<file path="config.mk">
export PLATFORM = sky130hd
export DESIGN_NAME = pacman_mover
export DESIGN_NICKNAME = d
export VERILOG_FILES = /design/src/rtl/pacman_mover.sv
export SDC_FILE = /design/constraint.sdc
export NUM_CORES = 1
export LEC_CHECK = 0
export ABC_CLOCK_PERIOD_IN_PS = 5000
export BUFFER_PORTS_ARGS = -buffer_cell sky130_fd_sc_hd__buf_2
export CAP_MARGIN = 20
export CORE_ASPECT_RATIO = 1.75
export CORE_MARGIN = 2
export CORE_UTILIZATION = 66
export CTS_BUF_LIST = sky130_fd_sc_hd__clkbuf_4
export DETAILED_ROUTE_END_ITERATION = 7
export PLACE_DENSITY = 0.88
export SYNTH_ARGS = -nofsm -noshare
export SYNTH_HDL_FRONTEND = slang
export SYNTH_SLANG_ARGS = --single-unit
</file>
<file path="constraint.sdc">
create_clock -name clk -period 5 [get_ports clk]
set_clock_uncertainty 0.1 [all_clocks]
set_input_delay 0.5 -clock clk [delete_from_list [all_inputs] [get_ports clk]]
set_output_delay 0.5 -clock clk [all_outputs]
set_load 0.03 [all_outputs]
</file>
<file path="src/rtl/pacman_mover.sv">
// pacman_mover: turns direction codes into wall-checked grid moves of Pacman, one cell per tick
module pacman_mover #(
   parameter int GRID_W   = 32,
   parameter int GRID_H   = 24,
   parameter int START_X  = 14,
   parameter int START_Y  = 17,
   parameter int STEP_DIV = 1000000,
   localparam int XW = $clog2(GRID_W),
   localparam int YW = $clog2(GRID_H),
   localparam int CW = $clog2(STEP_DIV)
) (
   input  logic          clk,
   input  logic          reset,
   input  logic [2:0]    direction,
   input  logic          rd_wall,
   output logic          rd_en,
   output logic [XW-1:0] rd_x,
   output logic [YW-1:0] rd_y,
   output logic [XW-1:0] pos_x,
   output logic [YW-1:0] pos_y,
   output logic [2:0]    cur_dir,
   output logic          moved,
   output logic          blocked
);
   typedef enum logic [2:0] {IDLE, CHK_REQ, WAIT_REQ, CHK_CUR, WAIT_CUR} state_t;
   state_t state, state_n;
   logic [CW-1:0] cnt;
   logic [2:0] req_dir, chk_dir, idir;
   logic chk_edge, tick, issue, mv, stop, idle_blk, wall, tedge;
   logic [XW-1:0] tx;
   logic [YW-1:0] ty;
   assign tick  = cnt == CW'(STEP_DIV - 1);
   assign wall  = chk_edge | rd_wall;
   assign tx    = idir == 3'd1 ? (pos_x == XW'(GRID_W - 1) ? '0 : pos_x + XW'(1)) :
                  idir == 3'd2 ? (pos_x == '0 ? XW'(GRID_W - 1) : pos_x - XW'(1)) : pos_x;
   assign ty    = idir == 3'd3 ? pos_y - YW'(1) : idir == 3'd4 ? pos_y + YW'(1) : pos_y;
   assign tedge = (idir == 3'd3 && pos_y == '0) || (idir == 3'd4 && pos_y == YW'(GRID_H - 1));
   // state register
   always_ff @(posedge clk or negedge reset)
      if (!reset) state <= IDLE;
      else        state <= state_n;
   // next state and per-cycle decisions: which check to issue, move, or stop
   always_comb begin
      state_n  = state;
      issue    = 1'b0;
      idir     = req_dir;
      mv       = 1'b0;
      stop     = 1'b0;
      idle_blk = 1'b0;
      case (state)
         IDLE:
            if (tick) begin
               if (req_dir != 3'd0) begin
                  state_n = CHK_REQ;
                  issue   = 1'b1;
               end else if (cur_dir != 3'd0) begin
                  state_n = CHK_CUR;
                  issue   = 1'b1;
                  idir    = cur_dir;
               end else idle_blk = 1'b1;
            end
         CHK_REQ: state_n = WAIT_REQ;
         WAIT_REQ:
            if (!wall) begin
               mv      = 1'b1;
               state_n = IDLE;
            end else if (cur_dir == 3'd0 || cur_dir == chk_dir) begin
               stop    = 1'b1;
               state_n = IDLE;
            end else begin
               state_n = CHK_CUR;
               issue   = 1'b1;
               idir    = cur_dir;
            end
         CHK_CUR: state_n = WAIT_CUR;
         WAIT_CUR: begin
            state_n = IDLE;
            mv      = !wall;
            stop    = wall;
         end
         default: state_n = IDLE;
      endcase
   end
   // datapath: request latch, tick counter, read strobe, position and status
   always_ff @(posedge clk or negedge reset)
      if (!reset) begin
         req_dir  <= '0;
         cnt      <= '0;
         rd_en    <= 1'b0;
         rd_x     <= '0;
         rd_y     <= '0;
         chk_dir  <= '0;
         chk_edge <= 1'b0;
         pos_x    <= XW'(START_X);
         pos_y    <= YW'(START_Y);
         cur_dir  <= '0;
         moved    <= 1'b0;
         blocked  <= 1'b0;
      end else begin
         if (direction != 3'd0 && direction <= 3'd4) req_dir <= direction;
         cnt   <= tick ? '0 : cnt + CW'(1);
         rd_en <= issue && !tedge;
         moved <= mv;
         if (issue) begin
            rd_x     <= tx;
            rd_y     <= ty;
            chk_dir  <= idir;
            chk_edge <= tedge;
         end
         if (mv) begin
            pos_x   <= rd_x;
            pos_y   <= rd_y;
            cur_dir <= chk_dir;
            blocked <= 1'b0;
         end
         if (stop) begin
            cur_dir <= '0;
            blocked <= 1'b1;
         end
         if (idle_blk) blocked <= 1'b1;
      end
endmodule

</file>
==> qor.txt, run 1 <==
status: finished, final reports clean
TritonCTS clock tree: done
Mapped Nets: 361
Clk pwr share: 0.261
YS warnings: 0
relative slew slack: 0.528
Post-CTS Setup Inserts: 0
final net count: 386
startpoint types: register
CTS Root Cell: clkbuf_4
post_cts resized: 0
routed len/inst: 16.6 um
fillers: 365
Non-Filler Instances: 426
Die X: 56.4 um
worst min-delay path class: primary input to asynchronous set/reset pin
WL final: 7050 um
Initial Util: 0.681
Placer Congestion: 0.952
initial antenna violation count: 0
setup TNS: 0 ns
Final Cycle Share: 0.658
post-synthesis register bit count: 56
Placed Cells: 418
DIE AREA: 0.00540 sq mm
Worst-Skew Late Latency: 0.38 ns
die height: 95.8 um
Sw Share: 0.293
DRC: 0
gr usage total: 0.277
Tightest Pin Transition: 0.708 ns
Max rail drop VDD: 194 uV
ratio of cells with drive above 1 in the final layout: 0.160
Final Hold Viols: 0
Hold-fix buffers, CTS: 0
RSZ-0062 raised after global routing: no
Seq/Total Area, Yosys: 0.443
first drt pass iteration count: 4
post-route ant nets: 0
number of synthesized flops with an enable pin: 0
Pwr Density: 231 mW/mm^2
vias in the first global route: 2636
first-pass GRT wire length: 11800 um
Max Cap Viol: 0
global route total overflow: 0
Net Sw Power: 230 uW
CP Capture Type: register
Int Power: 554 uW
largest net degree at the start of global routing: 57
Flop pwr share: 0.603
Gate power share: 0.136
Diodes inserted: 0
critical path arrival: 3.48 ns
via count: 2713
CTS H-tree lvls: 2
CTS Buffer Depth: 2
final setup vio count: 0
Syn-to-layout area delta: 6.70%
Slew Limit Fails: 0
Yosys cell types: 69
Tmin final: 3.29 ns
leakage: 0.00155 uW
DP HPWL: 5160 um
fmax: 0.304 GHz
Clk pin slew, worst setup/hold paths: 0.16 ns
drt initial violations: 96
Core Box Area: 0.00467 sq mm
cell count after synthesis: 348
Vias/cell: 6.37
Clock Sinks: 56
Setup crit start: cnt[7]
cts bufs inserted: 5
# IOs: 32
port buffer count: 31
Avg Cell Area, Syn: 9.13 sq um
FP Rows: 33
WS Path Type: register to register
worst flop-to-flop path startpoint: cnt[7]
Async S/R FF share, synth: 1.00
top_reg_cell synth: dfrtp_1
Worst Path Max Fanout: 21
Mapped Area: 0.00318 sq mm
total power: 784 uW
Worst EP required: 5.19 ns
==> power groups by stage <==
stage	combinational, uW	sequential (uW)	clock (uW)
2_1_floorplan	71.7	484	0
3_3_place_gp	103	480	0
3_5_place_dp	105	480	0
4_1_cts	106	472	209
5_1_grt	118	474	226
6_report	107	472	205
==> sequential cells by signal, indices dropped and copies added, names as in the netlist <==
signal	cells
cnt	20
req_dir	3
cur_dir	3
pos_y	5
moved	1
blocked	1
rd_y	5
chk_dir	3
chk_edge	1
state	3
rd_en	1
rd_x	5
pos_x	5
==> placed cells by master, fill, tap and decap left out, types with 2 or more instances in the layout <==
cell and instances:
nor3_1 6, nor4b_1 2, nand4_1 12, a211oi_1 2
nor4_1 6, xnor2_1 11, or3_1 7, ha_1 7
inv_1 11, o31ai_1 6, nand2_1 51, a21oi_1 17
nor2_1 33, o22a_1 2, a31oi_1 4, o21a_1 2
dfrtp_1 51, buf_2 31, o31a_1 3, o21ai_0 10
and3_1 9, nand3_1 11, or4_1 2, buf_4 2
o21ai_1 3, xor2_1 9, and2_1 7, clkbuf_4 5
dfstp_2 5, nor2b_1 6
==> cells by family after synthesis <==
logic type / synth area share
AND/OR/NAND/NOR: 0.262
XOR/XNOR: 0.0552
multiplexers: 0.00315
flip-flops: 0.443
AO/OA/AOI/OAI: 0.165
buffers and inverters: 0.0402
adder cells (fa/ha/maj): 0.0307
==> through the flow <==
stage	hold WS, ns	utilization	setup WS (ns)	instance area [sq um]
global route	0.167	0.726	1.53	3390
floorplan	0.104	-	2.28	3180
CTS	0.147	0.726	1.75	3390
detailed placement	0.378	0.713	1.77	3330
finish	0.114	0.726	1.71	3390
global placement	0.364	0.713	1.90	3330
==> per-layer routing <==
layer,global-route usage,share of wire
met1,0.304,0.38
met2,0.508,0.55
met3,0.0363,0.032
met4,0.151,0.036
met5,0,0
==> cell usage after synthesis (all sizes together), types with 2 or more instances <==
library cell / instances / area share
o22a: 2 / 0.0055
and3: 9 / 0.018
dfstp: 5 / 0.041
nor4: 7 / 0.019
or3: 7 / 0.014
nand2: 52 / 0.062
nand4: 12 / 0.024
and2: 7 / 0.014
a21o: 2 / 0.0051
a31oi: 4 / 0.0079
nor3: 7 / 0.013
a21oi: 18 / 0.030
buf: 7 / 0.017
xor2: 9 / 0.025
o2bb2ai: 2 / 0.0075
or2: 2 / 0.0039
o21a: 2 / 0.0047
nor2: 33 / 0.039
nor2b: 6 / 0.012
or4: 2 / 0.0047
xnor2: 11 / 0.030
a211oi: 2 / 0.0047
o31ai: 6 / 0.014
nand3: 12 / 0.020
o21ai: 13 / 0.020
ha: 7 / 0.028
dfrtp: 51 / 0.40
o31a: 4 / 0.011
nor4b: 2 / 0.0055
clkbuf: 8 / 0.0095
inv: 11 / 0.013
==> cell type report <==
class                      count  area (sq um)  share of cell area
sequential                    56          1410               0.415
tap                           52          65.1              0.0192
timing repair buffer          33           170              0.0502
multi-input combinational    265          1640               0.484
clock inverter                 3          22.5             0.00665
inverter                      12          45.0              0.0133
clock buffer                   5          37.5              0.0111
==> worst max-delay path: stages (launching register included) <==
cell and delay, ns:
dfrtp_1 0.46, or4b_4 0.57, nor4_4 0.42, and3_1 0.27, nand2_1 0.06, and2_1 0.32
inv_1 0.53, o31ai_1 0.15, o32a_1 0.31
==> final timing paths <==
path | end | slack, ns | cells past startpoint
setup reg to reg | rd_x[2] | 1.71 | 8
max in group asynchronous | cnt[12] | 4.22 | 2
hold reg to reg | cnt[0] | 0.40 | 1
setup / recovery | rd_x[2] | 1.71 | 8
min in group clk | req_dir[1] | 0.26 | 2
hold / removal | req_dir[1] | 0.11 | 2
Note: power is estimated with default switching activity, not from simulation.
==> run 2, diff against run 1 <==
- ABC_AREA: unset -> 1
- ABC_CLOCK_PERIOD_IN_PS: 5000 -> 3000
- CORE_UTILIZATION: 66 -> 55
- PLACE_DENSITY: 0.88 -> 0.78
- clock period: 5 -> 3 ns (I/O delays scaled with it)
==> qor.txt, run 2 <==
WS Path Type: register to register
YS warnings: 0
CTS H-tree lvls: 2
largest area contributor in the netlist: dfrtp_1
cts bufs inserted: 5
largest net degree at the start of global routing: 38
cell family with most CP delay: simple AND/OR/NAND/NOR gates
Reg with most FFs: cnt
Worst-Skew Late Latency: 0.39 ns
vias in the first global route: 2797
global route total overflow: 0
dpl ws: 0.602 ns
ratio of cells with drive above 1 in the final layout: 0.168
Mapped Area: 0.00314 sq mm
routed len/inst: 14.0 um
top_reg_cell synth: dfrtp_1
Max Cap Viol: 0
Placed Cells: 508
most frequent cells after synthesis: nand2_1 (101), dfrtp_1 (51), inv_1 (50)
die height: 104 um
Final Cycle Share: 0.807
final worst slack: 0.579 ns
most frequent cells in the layout: nand2_1 (101), dfrtp_1 (51), inv_1 (50)
Non-Filler Instances: 517
Mapped Nets: 416
Tightest Pin Transition: 0.518 ns
Pwr Density: 382 mW/mm^2
first-pass GRT wire length: 12200 um
Slew Limit Fails: 0
gr usage total: 0.251
final net count: 453
critical path arrival: 2.62 ns
final hold slack: 0.0466 ns
Clk pin slew, worst setup/hold paths: 0.17 ns
Placer Congestion: 0.917
Diodes inserted: 0
post_cts resized: 0
RSZ-0062 raised after global routing: no
Final Hold Viols: 0
Worst Path Buf+Inv: 2
Avg Cell Area, Syn: 7.78 sq um
Crit-path slowest cell: dfrtp_1
drt initial violations: 145
relative slew slack: 0.653
fmax: 0.413 GHz
post-synthesis register bit count: 56
Yosys cell types: 40
leading post-synthesis cells by cell area: dfrtp_1 (41%), nand2_1 (12%), inv_1 (6.0%)
post-route ant nets: 0
Syn-to-layout area delta: 10.0%
cells along the critical path: ha_1, nand3_2, nor2_2, inv_1, nor3_2, nand3_1, nand2_2, inv_1, a21oi_1, a21oi_1
DIE AREA: 0.00635 sq mm
FP Rows: 36
CP Capture Type: register
CTS Root Cell: clkbuf_4
Core Box Area: 0.00554 sq mm
post-synth top area share: 0.407
Initial Util: 0.566
Async S/R FF share, synth: 1.00
number of synthesized flops with an enable pin: 0
final setup vio count: 0
Tmin final: 2.42 ns
CTS Buffer Depth: 2
startpoint types: register
worst min-delay path class: primary input to register
Clock Sinks: 56
port buffer count: 31
WHS Path Cells: 2
Worst EP required: 3.20 ns
DP HPWL: 5590 um
total power: 1320 uW
initial antenna violation count: 0
Worst Path Max Fanout: 18
leakage: 0.00176 uW
Seq/Total Area, Yosys: 0.449
setup TNS: 0 ns
first drt pass iteration count: 5
critical path depth in cells: 10
most common cell in the synthesized netlist: nand2_1
max incr delay on CP: 0.41 ns
# IOs: 32
Vias/cell: 5.31
TritonCTS clock tree: done
max reg flops: 20
Max rail drop VDD: 277 uV
WL final: 7230 um
status: finished, final reports clean
Die X: 61.1 um
via count: 2745
DRC: 0
cell count after synthesis: 403
commonest non-fill, non-tap cell in the layout: nand2_1
reg2reg path depth: 10
-- run 2: cell count changes in the layout (fill, tap and decap cells not counted), moves of 7 or more --
cell	delta
and3_1	-9
xnor2_1	-8
nand2_1	+50
nor2_1	+11
inv_1	+39
o21ai_0	+11
or3_1	-7
nand3_1	+22
-- run 2: final timing paths --
kind                         startpoint    endpoint  slack (ns)
min in group asynchronous         reset  req_dir[0]        0.29
max in group asynchronous         reset    pos_y[0]        1.66
hold reg to reg                  cnt[0]      cnt[0]        0.37
setup reg to reg                 cnt[0]     rd_x[0]        0.58
setup / recovery                 cnt[0]     rd_x[0]        0.58
hold / removal             direction[0]  req_dir[0]        0.05
-- run 2: cells by family (layout without fill, tap and decap cells) --
group | after synthesis | count (layout) | share of synthesized area
muxes | 2 | 2 | 0.00718
AOI/OAI and AO/OA | 45 | 45 | 0.0818
DFF | 56 | 56 | 0.449
buffers and inverters | 57 | 95 | 0.0698
xor gates and xnor gates | 12 | 12 | 0.0335
adders and majority gates | 7 | 7 | 0.0279
and+or+nand+nor | 224 | 224 | 0.331
-- run 2: report_power, final --
part | leakage (uW) | switching (uW) | internal (uW) | total, uW
sequential | 0.000692 | 17.4 | 772 | 789
combinational | 0.00104 | 134 | 58.6 | 193
clock | 0.0000249 | 247 | 88.8 | 336
total | 0.00176 | 398 | 919 | 1320
-- run 2: stage by stage --
step / utilization / instance area, sq um
after detailed placement: 0.611 / 3380
after global routing: 0.623 / 3450
after floorplan: - / 3140
final: 0.623 / 3450
after global placement: 0.611 / 3380
after CTS: 0.623 / 3450
-- run 2: routing by layer --
metal / routed length, um / GRT usage
met5: 0 / 0
met4: 313 / 0.134
met3: 221 / 0.0336
met2: 4000 / 0.437
met1: 2700 / 0.279
-- run 2: area by class of cell --
type,instances,area (sq um)
Inverter,53,201
Clock buffer,5,37.5
Fill cell,518,2090
Clock inverter,3,18.8
Timing Repair Buffer,34,180
Sequential cell,56,1410
Tap cell,76,95.1
Multi-Input combinational cell,290,1510
-- run 2: repair_timing --
item,CTS,global route
buffers inserted,0,0
hold endpoints to repair,15,0
endpoints found under the setup margin,0,0
hold buffers,1,0
